### src/rtl/rx_mac_v2_if.sv
// Byte-stream bus for rx_mac_v2: PHY-side receive bytes in, payload stream out.
// The slave modport is the MAC's view; master is the PHY/consumer side.
interface rx_mac_v2_if;
  logic [7:0] rx_data;
  logic       rx_valid;
  logic       rx_last;
  logic [7:0] m_data;
  logic       m_valid;
  logic       m_last;
  logic       m_err;

  modport master (
    output rx_data, rx_valid, rx_last,
    input  m_data, m_valid, m_last, m_err
  );

  modport slave (
    input  rx_data, rx_valid, rx_last,
    output m_data, m_valid, m_last, m_err
  );
endinterface

### src/rtl/rx_mac_v2.sv
// Ethernet RX MAC: preamble/SFD strip, header extract + dest filter, FCS strip, length checks.
// Optional CRC-32 FCS checking is enabled by defining RX_MAC_FCS_CHECK_EN.
module rx_mac_v2 #(
  parameter int unsigned MIN_FRAME_LEN = 64,
  parameter int unsigned MAX_FRAME_LEN = 1518,
  parameter int unsigned PREAMBLE_MIN  = 1,
  parameter int unsigned ACCEPT_MCAST  = 1,
  parameter int unsigned CNT_W         = 32
) (
  input  logic             clk,
  input  logic             rst,
  rx_mac_v2_if.slave       bus,
  input  logic [47:0]      station_mac,
  input  logic             promisc,
  output logic             hdr_valid,
  output logic [47:0]      hdr_dest_mac,
  output logic [47:0]      hdr_src_mac,
  output logic [15:0]      hdr_type,
  output logic [CNT_W-1:0] cnt_frames_ok,
  output logic [CNT_W-1:0] cnt_frames_drop
);

  localparam int unsigned LEN_W = 16;
  localparam int unsigned HDR_W = 112;

  typedef enum logic [2:0] {S_IDLE, S_PRE, S_HDR, S_PAY, S_DROP} state_e;

  state_e               state_q;
  logic [3:0]           pre_cnt_q;
  logic [3:0]           hdr_idx_q;
  logic [HDR_W-9:0]     hdr_q;
  logic [3:0][7:0]      dly_q;
  logic [2:0]           fill_q;
  logic [LEN_W-1:0]     len_q;
  logic [7:0]           m_data_q;
  logic                 m_valid_q, m_last_q, m_err_q, hdr_valid_q;
  logic [47:0]          hdr_dest_q, hdr_src_q;
  logic [15:0]          hdr_type_q;
  logic [CNT_W-1:0]     cnt_ok_q, cnt_drop_q;

  logic [HDR_W-1:0]     hdr_d;
  logic [LEN_W-1:0]     len_d;
  logic [47:0]          dest_c;
  logic                 accept_c, fcs_bad_c, frame_err_c;

  function automatic logic [CNT_W-1:0] sat_inc(input logic [CNT_W-1:0] c);
    return (&c) ? c : c + CNT_W'(1);
  endfunction

  // Header shift register: after byte 13, hdr_d holds dest|src|type MSB-first.
  assign hdr_d    = {hdr_q, bus.rx_data};
  assign len_d    = (&len_q) ? len_q : len_q + LEN_W'(1);
  assign dest_c   = hdr_d[111:64];
  assign accept_c = promisc || (dest_c == station_mac) || (&dest_c) ||
                    ((ACCEPT_MCAST != 0) && dest_c[40]);

`ifdef RX_MAC_FCS_CHECK_EN
  logic [31:0] crc_q, crc_d, crc_rev_c;

  function automatic logic [31:0] crc_byte(input logic [31:0] c, input logic [7:0] d);
    logic [31:0] r;
    r = c;
    for (int i = 0; i < 8; i++) r = (r >> 1) ^ ((r[0] ^ d[i]) ? 32'hEDB88320 : 32'h0);
    return r;
  endfunction

  // Reflected register over data+FCS leaves the bit-reversed magic residue.
  assign crc_d     = crc_byte(crc_q, bus.rx_data);
  assign crc_rev_c = {<<{crc_d}};
  assign fcs_bad_c = (crc_rev_c != 32'hC704DD7B);
`else
  assign fcs_bad_c = 1'b0;
`endif

  assign frame_err_c = (32'(len_d) < MIN_FRAME_LEN) || (32'(len_d) > MAX_FRAME_LEN) || fcs_bad_c;

  always_ff @(posedge clk) begin
    if (rst) begin
      state_q      <= S_IDLE;
      pre_cnt_q    <= '0;
      hdr_idx_q    <= '0;
      hdr_q        <= '0;
      dly_q        <= '0;
      fill_q       <= '0;
      len_q        <= '0;
      m_data_q     <= '0;
      m_valid_q    <= 1'b0;
      m_last_q     <= 1'b0;
      m_err_q      <= 1'b0;
      hdr_valid_q  <= 1'b0;
      hdr_dest_q   <= '0;
      hdr_src_q    <= '0;
      hdr_type_q   <= '0;
      cnt_ok_q     <= '0;
      cnt_drop_q   <= '0;
`ifdef RX_MAC_FCS_CHECK_EN
      crc_q        <= '0;
`endif
    end else begin
      m_valid_q   <= 1'b0;
      m_last_q    <= 1'b0;
      m_err_q     <= 1'b0;
      hdr_valid_q <= 1'b0;
      if (bus.rx_valid) begin
        case (state_q)
          S_IDLE: begin
            if (bus.rx_data == 8'h55) begin
              state_q   <= S_PRE;
              pre_cnt_q <= 4'd1;
            end
          end
          S_PRE: begin
            if (bus.rx_data == 8'h55) begin
              if (pre_cnt_q != 4'hF) pre_cnt_q <= pre_cnt_q + 4'd1;
            end else if ((bus.rx_data == 8'hD5) && (32'(pre_cnt_q) >= PREAMBLE_MIN)) begin
              state_q   <= S_HDR;
              hdr_idx_q <= '0;
              len_q     <= '0;
`ifdef RX_MAC_FCS_CHECK_EN
              crc_q     <= 32'hFFFFFFFF;
`endif
            end else begin
              state_q <= S_IDLE;
            end
          end
          S_HDR: begin
            hdr_q     <= hdr_d[HDR_W-9:0];
            len_q     <= len_d;
            hdr_idx_q <= hdr_idx_q + 4'd1;
`ifdef RX_MAC_FCS_CHECK_EN
            crc_q     <= crc_d;
`endif
            if (bus.rx_last) begin
              state_q    <= S_IDLE;
              cnt_drop_q <= sat_inc(cnt_drop_q);
            end else if (hdr_idx_q == 4'd13) begin
              if (accept_c) begin
                state_q     <= S_PAY;
                fill_q      <= '0;
                hdr_valid_q <= 1'b1;
                hdr_dest_q  <= dest_c;
                hdr_src_q   <= hdr_d[63:16];
                hdr_type_q  <= hdr_d[15:0];
              end else begin
                state_q    <= S_DROP;
                cnt_drop_q <= sat_inc(cnt_drop_q);
              end
            end
          end
          S_PAY: begin
            // Four-byte delay line keeps the trailing FCS from ever reaching the output.
            dly_q <= {dly_q[2:0], bus.rx_data};
            len_q <= len_d;
`ifdef RX_MAC_FCS_CHECK_EN
            crc_q <= crc_d;
`endif
            if (fill_q != 3'd4) fill_q <= fill_q + 3'd1;
            if (bus.rx_last) begin
              state_q <= S_IDLE;
              if (fill_q == 3'd4) begin
                m_valid_q <= 1'b1;
                m_last_q  <= 1'b1;
                m_err_q   <= frame_err_c;
                m_data_q  <= dly_q[3];
                if (frame_err_c) cnt_drop_q <= sat_inc(cnt_drop_q);
                else             cnt_ok_q   <= sat_inc(cnt_ok_q);
              end else begin
                cnt_drop_q <= sat_inc(cnt_drop_q);
              end
            end else if (32'(len_d) > MAX_FRAME_LEN) begin
              state_q    <= S_DROP;
              m_valid_q  <= 1'b1;
              m_last_q   <= 1'b1;
              m_err_q    <= 1'b1;
              m_data_q   <= '0;
              cnt_drop_q <= sat_inc(cnt_drop_q);
            end else if (fill_q == 3'd4) begin
              m_valid_q <= 1'b1;
              m_data_q  <= dly_q[3];
            end
          end
          S_DROP: begin
            if (bus.rx_last) state_q <= S_IDLE;
          end
          default: state_q <= S_IDLE;
        endcase
      end
    end
  end

  assign bus.m_data      = m_data_q;
  assign bus.m_valid     = m_valid_q;
  assign bus.m_last      = m_last_q;
  assign bus.m_err       = m_err_q;
  assign hdr_valid       = hdr_valid_q;
  assign hdr_dest_mac    = hdr_dest_q;
  assign hdr_src_mac     = hdr_src_q;
  assign hdr_type        = hdr_type_q;
  assign cnt_frames_ok   = cnt_ok_q;
  assign cnt_frames_drop = cnt_drop_q;

endmodule

### src/flat_wrapper.sv
// flat-port wrapper written by rule: the top's interface ports become plain ports
module rx_mac_v2_flat 
#(
  parameter int unsigned MIN_FRAME_LEN = 64,
  parameter int unsigned MAX_FRAME_LEN = 1518,
  parameter int unsigned PREAMBLE_MIN  = 1,
  parameter int unsigned ACCEPT_MCAST  = 1,
  parameter int unsigned CNT_W         = 32
)
  (clk, rst, station_mac, promisc, hdr_valid, hdr_dest_mac, hdr_src_mac, hdr_type, cnt_frames_ok, cnt_frames_drop, bus_rx_data, bus_rx_valid, bus_rx_last, bus_m_data, bus_m_valid, bus_m_last, bus_m_err);
  rx_mac_v2_if bus_i ();
  input  logic clk;
  input  logic rst;
  input  logic [47:0] station_mac;
  input  logic promisc;
  output logic hdr_valid;
  output logic [47:0] hdr_dest_mac;
  output logic [47:0] hdr_src_mac;
  output logic [15:0] hdr_type;
  output logic [CNT_W-1:0] cnt_frames_ok;
  output logic [CNT_W-1:0] cnt_frames_drop;
  input wire logic [$bits(bus_i.rx_data)-1:0] bus_rx_data;
  input wire logic [$bits(bus_i.rx_valid)-1:0] bus_rx_valid;
  input wire logic [$bits(bus_i.rx_last)-1:0] bus_rx_last;
  output wire logic [$bits(bus_i.m_data)-1:0] bus_m_data;
  output wire logic [$bits(bus_i.m_valid)-1:0] bus_m_valid;
  output wire logic [$bits(bus_i.m_last)-1:0] bus_m_last;
  output wire logic [$bits(bus_i.m_err)-1:0] bus_m_err;
  assign bus_i.rx_data = bus_rx_data;
  assign bus_i.rx_valid = bus_rx_valid;
  assign bus_i.rx_last = bus_rx_last;
  assign bus_m_data = bus_i.m_data;
  assign bus_m_valid = bus_i.m_valid;
  assign bus_m_last = bus_i.m_last;
  assign bus_m_err = bus_i.m_err;
  rx_mac_v2 #(.MIN_FRAME_LEN(MIN_FRAME_LEN), .MAX_FRAME_LEN(MAX_FRAME_LEN), .PREAMBLE_MIN(PREAMBLE_MIN), .ACCEPT_MCAST(ACCEPT_MCAST), .CNT_W(CNT_W)) u_core (.clk(clk), .rst(rst), .bus(bus_i), .station_mac(station_mac), .promisc(promisc), .hdr_valid(hdr_valid), .hdr_dest_mac(hdr_dest_mac), .hdr_src_mac(hdr_src_mac), .hdr_type(hdr_type), .cnt_frames_ok(cnt_frames_ok), .cnt_frames_drop(cnt_frames_drop));
endmodule
### config.mk
export PLATFORM = sky130hd
export DESIGN_NAME = rx_mac_v2_flat
export DESIGN_NICKNAME = d
export VERILOG_FILES = /design/src/rtl/rx_mac_v2_if.sv /design/src/rtl/rx_mac_v2.sv /design/src/flat_wrapper.sv
export SDC_FILE = /design/constraint.sdc
export NUM_CORES = 1
export LEC_CHECK = 0
export CAP_MARGIN = 20
export CORE_MARGIN = 3
export CORE_UTILIZATION = 55
export DETAILED_ROUTE_END_ITERATION = 10
export GPL_TIMING_DRIVEN = 0
export HOLD_SLACK_MARGIN = 0.06
export PLACE_DENSITY = 0.93
export SYNTH_ARGS = -nofsm -noshare
export SYNTH_HDL_FRONTEND = slang
export SYNTH_SLANG_ARGS = --single-unit
### constraint.sdc
create_clock -name clk -period 11.1 [get_ports clk]
set_input_delay 1.11 -clock clk [delete_from_list [all_inputs] [get_ports clk]]
set_output_delay 1.11 -clock clk [all_outputs]
set_load 0.01 [all_outputs]
==> flow_metrics.env, run 1 <==
export IMPL_status="completed"
export IMPL_ys_ff_latch=354
export IMPL_antenna_found_initial=0
export IMPL_synth_cells=1877
export IMPL_drc=0
export IMPL_syn_cell_area_um2=14700
export IMPL_worstSetupEndpointType="flop"
export IMPL_rsz0062_at_grt="false"
export IMPL_ys_warn_count=0
export IMPL_diodes=0
export IMPL_path_cells="ha_1, and2_1, clkbuf_1, nand3_1, nand3_1, a2111oi_0, a21oi_1, a21oi_1, o21ai_1, clkbuf_1, buf_2, o31ai_1, a21oi_1"
export IMPL_relSlewSlack_pct=22.6
export IMPL_max_cap_viol_count=0
export IMPL_p_sw_uw=564
export IMPL_grt_pass1_wl_um=73700
export IMPL_yosysUniqueCellTypes=66
export IMPL_intPower_mw=2.06
export IMPL_drtIter0Drc=1582
export IMPL_ant_nets=0
export IMPL_cts_buffers=37
export IMPL_slew_violations=0
export IMPL_syn_area_per_cell_um2=7.86
export IMPL_cts_tree="done"
export IMPL_power_leakage_nw=6.01
export IMPL_synth_nets=1948
export IMPL_grt_usage_pct=31.2
export IMPL_seqPwrFrac_pct=48.4
export IMPL_p_clk_share_pct=48.7
export IMPL_combinationalPowerShare_pct=3.0
export IMPL_cp_num_buf_inv=3
export IMPL_die_h_um=170
export IMPL_hold_path_class="reg2reg"
export IMPL_postCtsHoldBufs=0
export IMPL_place_inst=2461
export IMPL_ir_drop_v=0.000114
export IMPL_finalSetupViolations=0
export IMPL_cp_arrival_ns=5.01
export IMPL_die_w_um=170
export IMPL_p_per_area_nw_per_um2=139
export IMPL_worstSkewPairLatency_ns=0.53
export IMPL_dp_hpwl_um=33800
export IMPL_grt_pass1_vias=14500
export IMPL_via_per_inst=5.90
export IMPL_stdcell_count=2528
export IMPL_synth_seq_area_share_pct=48.1
export IMPL_final_cell_mix="nand2_1, dfxtp_1, a21oi_1"
export IMPL_ys_flop_type="dfxtp_1"
export IMPL_sw_frac_of_total_pct=21.5
export IMPL_startpoint_type="flop"
export IMPL_cp_required_ns=11.48
export IMPL_clk_pin_slew_ns=0.06
export IMPL_clock_sinks=354
export IMPL_drive_gt1_share_pct=4.38
export IMPL_placed_cell_area_um2=17700
export IMPL_wirelength_um=47200
export IMPL_crit_family="compound AO/OA/AOI/OAI gates"
export IMPL_final_hold_viol_count=0
export IMPL_cts_htree_levels=2
export IMPL_fin_util_pct=72.2
export IMPL_crit_type="reg2reg"
export IMPL_synthArstFlopShare_pct=0
export IMPL_overflow=0
export IMPL_period_share_pct=41.7
export IMPL_num_vias=14900
export IMPL_fin_skew_ns=0.0141
export IMPL_tns_ns=0
export IMPL_cts_resized_gates=0
export IMPL_max_freq_mhz=216
export IMPL_worst_slew_pin_slew_ns=1.13
export IMPL_area_delta_synth_final_pct=28.3
export IMPL_pin_count=249
export IMPL_path_max_fanout=10
export IMPL_dieArea_um2=28800
export IMPL_cts_buffer_depth=3
export IMPL_initial_core_util_pct=56.3
export IMPL_grt_max_degree=15
export IMPL_rows=59
export IMPL_synth_edff_count=0
export IMPL_final_cell_area_um2=18900
export IMPL_coreArea_um2=26200
export IMPL_final_common_cell="nand2_1"
export IMPL_drtPass1Iterations=6
export IMPL_critical_path_max_stage_delay_ns=1.08
export IMPL_fin_crit_ns=4.63
export IMPL_cpMostUsedCell="a21oi_1"
export IMPL_io_buffers=247
export IMPL_gp_congestion=0.942
export IMPL_wl_per_cell_um=18.7
export IMPL_crit_slowest_cell="a2111oi_0"
export IMPL_nets=2237
export IMPL_root_buffer="clkbuf_16"
export IMPL_cts_setup_buffers=0
## per-layer routing
layer / track usage, % / up-vias / share of wire (%)
li1: - / 6946 / -
met2: 51.5 / 819 / 46
met1: 39.7 / 6978 / 40
met5: 0 / - / 0
met4: 15.5 / 0 / 5.2
met3: 5.26 / 182 / 8.9
## through the flow
stage / power [mW] / setup WS (ns) / hold slack [ns]
detailed placement: 1.37 / 5.83 / 0.443
global route: 2.69 / 6.23 / 0.468
floorplan: 1.33 / 7.49 / 0.432
finish: 2.63 / 6.47 / 0.452
CTS: 2.63 / 6.31 / 0.452
global placement: 1.37 / 5.78 / 0.437
## cells in the mapped netlist, types with 8 or more instances
cell,count,area (um^2)
ha_1,10,125
nor2_1,86,323
xor2_1,8,70.1
or4_1,15,113
nor4_1,26,163
nand3_1,41,205
dfxtp_1,354,7090
buf_1,9,33.8
mux2_2,10,113
and2_1,12,75.1
and3_1,15,93.8
o21ai_0,32,160
nand2_1,556,2090
nor3_1,28,140
nor2b_1,12,75.1
clkbuf_1,108,405
xnor2_1,68,596
inv_1,20,75.1
or3_1,16,100
nand2b_1,8,50.1
o31ai_1,11,82.6
nand4_1,29,181
a22o_1,8,70.1
a21oi_1,300,1500
## worst min-delay path: stages, from the launching register on
cell,delay (ns)
dfxtp_1,0.31
nand2_1,0.05
a21oi_1,0.05
## cell type report
| class | instances | area [um^2] |
|---|---|---|
| Timing Repair Buffer | 250 | 2490 |
| Clock buffer | 54 | 1100 |
| Fill cell | 1894 | 7290 |
| Inverter | 20 | 75.1 |
| Clock inverter | 12 | 164 |
| Multi-Input combinational cell | 1377 | 7080 |
| Tap cell | 335 | 419 |
| Sequential cell | 354 | 7090 |
| Buffer | 126 | 503 |
## state kept, by name, summed over array words and instances, names as in the netlist, 16 cells and up
name,flops
u_core.hdr_src_mac,48
u_core.hdr_dest_mac,48
u_core.hdr_q,104
u_core.hdr_type,16
u_core.cnt_frames_ok,32
u_core.dly_q,32
u_core.len_q,16
u_core.cnt_frames_drop,32
## cells by family (layout without fill, tap and decap cells)
kind of cell,Yosys count,after routing,share of synthesized area (%)
fa+ha+maj,10,10,0.848
compound gates,400,400,15.0
mux,16,16,1.17
flops,354,354,48.1
buf+inv,146,462,3.92
simple gates,875,875,26.5
xor+xnor,76,76,4.51
## power by group through the flow
stage	clock network, mW	logic [mW]	registers (mW)
3_3_place_gp	0	0.0748	1.30
5_1_grt	1.34	0.0823	1.27
2_1_floorplan	0	0.0331	1.30
3_5_place_dp	0	0.0755	1.30
4_1_cts	1.28	0.0764	1.27
6_report	1.28	0.0785	1.27
## worst paths after layout
check	start	endpoint	slack, ns	cells after the start
max	u_core.len_q[0]$_SDFFE_PP0P_	u_core.cnt_frames_drop[20]$_SDFFE_PP0P_	6.47	13
min	u_core.hdr_dest_mac[27]$_SDFFE_PP0P_	u_core.hdr_dest_mac[27]$_SDFFE_PP0P_	0.45	2
min reg2reg	u_core.hdr_dest_mac[27]$_SDFFE_PP0P_	u_core.hdr_dest_mac[27]$_SDFFE_PP0P_	0.45	2
max reg2reg	u_core.len_q[0]$_SDFFE_PP0P_	u_core.cnt_frames_drop[20]$_SDFFE_PP0P_	6.47	13
Note: power is estimated with default switching activity, not from simulation.
==> inputs of run 2 (changes only) <==
--- a/config.mk
+++ b/config.mk
@@ -7,11 +7,11 @@
 export LEC_CHECK = 0
 export CAP_MARGIN = 20
 export CORE_MARGIN = 3
-export CORE_UTILIZATION = 55
+export CORE_UTILIZATION = 53
 export DETAILED_ROUTE_END_ITERATION = 10
 export GPL_TIMING_DRIVEN = 0
 export HOLD_SLACK_MARGIN = 0.06
-export PLACE_DENSITY = 0.93
+export PLACE_DENSITY = 0.91
 export SYNTH_ARGS = -nofsm -noshare
 export SYNTH_HDL_FRONTEND = slang
 export SYNTH_SLANG_ARGS = --single-unit
==> constraint.sdc (replaced) <==
create_clock -name clk -period 4.4 [get_ports clk]
set_input_delay 0.44 -clock clk [delete_from_list [all_inputs] [get_ports clk]]
set_output_delay 0.44 -clock clk [all_outputs]
set_load 0.01 [all_outputs]
==> run 2 against run 1 <==
  * Clock-buffer cell count decreased by 9
  * Sequential power grew to 2.5 times the previous value
  * Core utilization fell by 2.2 points
  * Flip-flop and latch count is the same
  * First-iteration DRC count is 6.2% lower
  * Clock skew increased by 0.0092 ns
  * Total power rose to 2.6 times the previous value
  * Critical path type unchanged
  * Fmax increased by 12%
  * Non-clock buffer count is 3 higher
  * Via count grew 0.30%
==> flow_metrics.env, run 2 (synthesis gave the netlist of run 1 again) <==
export IMPL_status="completed"
export IMPL_drive_gt1_share_pct=4.69
export IMPL_crit_slowest_cell="a2111oi_0"
export IMPL_postCtsHoldBufs=0
export IMPL_dp_hpwl_um=33900
export IMPL_power_leakage_nw=6.04
export IMPL_worstSkewPairLatency_ns=0.53
export IMPL_pre_cts_ws_ns=-0.0825
export IMPL_fin_crit_ns=4.11
export IMPL_final_common_cell="nand2_1"
export IMPL_cts_tree="done"
export IMPL_path_max_fanout=10
export IMPL_cp_num_buf_inv=4
export IMPL_overflow=0
export IMPL_grt_pass1_wl_um=74900
export IMPL_rsz0062_at_grt="false"
export IMPL_period_share_pct=93.5
export IMPL_die_h_um=173
export IMPL_max_cap_viol_count=0
export IMPL_die_w_um=173
export IMPL_cpMostUsedCell="a21oi_1"
export IMPL_combinationalPowerShare_pct=2.9
export IMPL_via_per_inst=5.83
export IMPL_setup_slack_ns=0.285
export IMPL_crit_family="compound AO/OA/AOI/OAI gates"
export IMPL_grt_max_degree=16
export IMPL_seqPwrFrac_pct=47.4
export IMPL_placed_cell_area_um2=17700
export IMPL_intPower_mw=5.34
export IMPL_pin_count=249
export IMPL_slew_violations=0
export IMPL_drtPass1Iterations=6
export IMPL_num_vias=15000
export IMPL_ir_drop_v=0.000294
export IMPL_coreArea_um2=27200
export IMPL_final_cell_area_um2=19000
export IMPL_ant_nets=0
export IMPL_nets=2240
export IMPL_p_clk_share_pct=49.7
export IMPL_hold_path_class="in2reg"
export IMPL_tns_ns=0
export IMPL_worst_slew_pin_slew_ns=1.16
export IMPL_cts_buffers=37
export IMPL_p_per_area_nw_per_um2=355
export IMPL_io_buffers=247
export IMPL_root_buffer="clkbuf_16"
export IMPL_finalSetupViolations=0
export IMPL_grt_usage_pct=30.3
export IMPL_gp_congestion=0.947
export IMPL_final_cell_mix="nand2_1, dfxtp_1, a21oi_1"
export IMPL_final_hold_viol_count=0
export IMPL_drc=0
export IMPL_worstSetupEndpointType="flop"
export IMPL_startpoint_type="flop"
export IMPL_rows=60
export IMPL_dieArea_um2=29900
export IMPL_sw_frac_of_total_pct=21.0
export IMPL_totalPowerFinal_mw=6.76
export IMPL_diodes=0
export IMPL_max_freq_mhz=243
export IMPL_clock_sinks=354
export IMPL_area_delta_synth_final_pct=29.1
export IMPL_cts_buffer_depth=3
export IMPL_cts_htree_levels=2
export IMPL_cp_required_ns=4.76
export IMPL_clk_pin_slew_ns=0.06
export IMPL_cp_arrival_ns=4.48
export IMPL_drtIter0Drc=1484
export IMPL_crit_type="reg2reg"
export IMPL_critical_path_max_stage_delay_ns=0.52
export IMPL_fin_skew_ns=0.0233
export IMPL_initial_core_util_pct=54.3
export IMPL_p_sw_mw=1.42
export IMPL_grt_pass1_vias=14200
export IMPL_relSlewSlack_pct=22.3
export IMPL_largest_register="u_core.hdr_q"
export IMPL_wl_per_cell_um=18.5
export IMPL_largest_reg_flops=104
export IMPL_wirelength_um=47500
export IMPL_path_cells="ha_1, and2_1, clkbuf_1, nand3_1, nand3_1, a2111oi_0, buf_1, a21oi_1, a21oi_1, o21ai_2, clkbuf_2, buf_2, o31ai_1, a21oi_1"
export IMPL_antenna_found_initial=0
run 2: cell count changes in the layout (fill, tap and decap cells not counted), sizes merged:
cell,change
clkinv,+6
bufinv,+4
buf,+3
clkinvlp,+1
inv,-4
clkbuf,-9
run 2: what timing repair did:
| action | 4_1_cts | 5_1_grt |
|---|---|---|
| cloned | 0 | 0 |
| endpoints found under the hold margin | 0 | 0 |
| buffers inserted | 0 | 3 |
| setup endpoints to repair | 1 | 20 |
| pin swaps | 0 | 2 |
| resized for setup | 1 | 5 |
run 2: power by group through the flow:
stage                     Clock, mW  Sequential [mW]  Combinational, mW
after global placement            0             3.28              0.187
after detailed placement          0             3.28              0.190
after global routing           3.50             3.20              0.208
after CTS                      3.37             3.21              0.192
after floorplan                   0             3.28             0.0836
final                          3.36             3.21              0.197
run 2: final cells by class:
| cell class | instances | area (um^2) |
|---|---|---|
| buffer | 126 | 507 |
| clock buffer | 45 | 1020 |
| clock inverter | 19 | 287 |
| fill | 2139 | 8140 |
| inverter | 20 | 75.1 |
| multi-input combinational | 1377 | 7090 |
| sequential | 354 | 7090 |
| tap | 372 | 465 |
| timing repair buffer | 253 | 2510 |
run 2: layer usage:
layer  routed length (um)  track usage [%]  share of wire, %  up-vias
met5                    0                0                 0        -
met4                 2580             14.8               5.4        0
met3                 4090             5.16               8.6      164
met2                22300             50.3                47      791
met1                18500             38.3                39     7042
li1                     -                -                 -     6973
run 2: path summary, 6_finish.rpt:
kind | to | start | depth (start not counted) | slack (ns)
hold / removal | u_core.state_q[1]$_SDFFE_PP0P_ | bus_rx_valid | 3 | 0.38
setup reg to reg | u_core.cnt_frames_drop[28]$_SDFFE_PP0P_ | u_core.len_q[0]$_SDFFE_PP0P_ | 14 | 0.29
setup / recovery | u_core.cnt_frames_drop[28]$_SDFFE_PP0P_ | u_core.len_q[0]$_SDFFE_PP0P_ | 14 | 0.29
hold reg to reg | u_core.dly_q[26]$_SDFFE_PP0P_ | u_core.dly_q[18]$_SDFFE_PP0P_ | 2 | 0.44
run 2: tightest hold or removal path, stage by stage:
cell and delay, ns:
clkbuf_1 0.18, a21oi_1 0.18, a311oi_1 0.06
run 2: through the flow:
step	hold WS, ns	utilization (%)	instances
6_report	0.383	70.0	2566
3_3_place_gp	0.436	65.1	2496
2_1_floorplan	0.432	-	1877
3_5_place_dp	0.445	65.1	2499
5_1_grt	0.376	70.0	2566
4_1_cts	0.363	69.9	2563
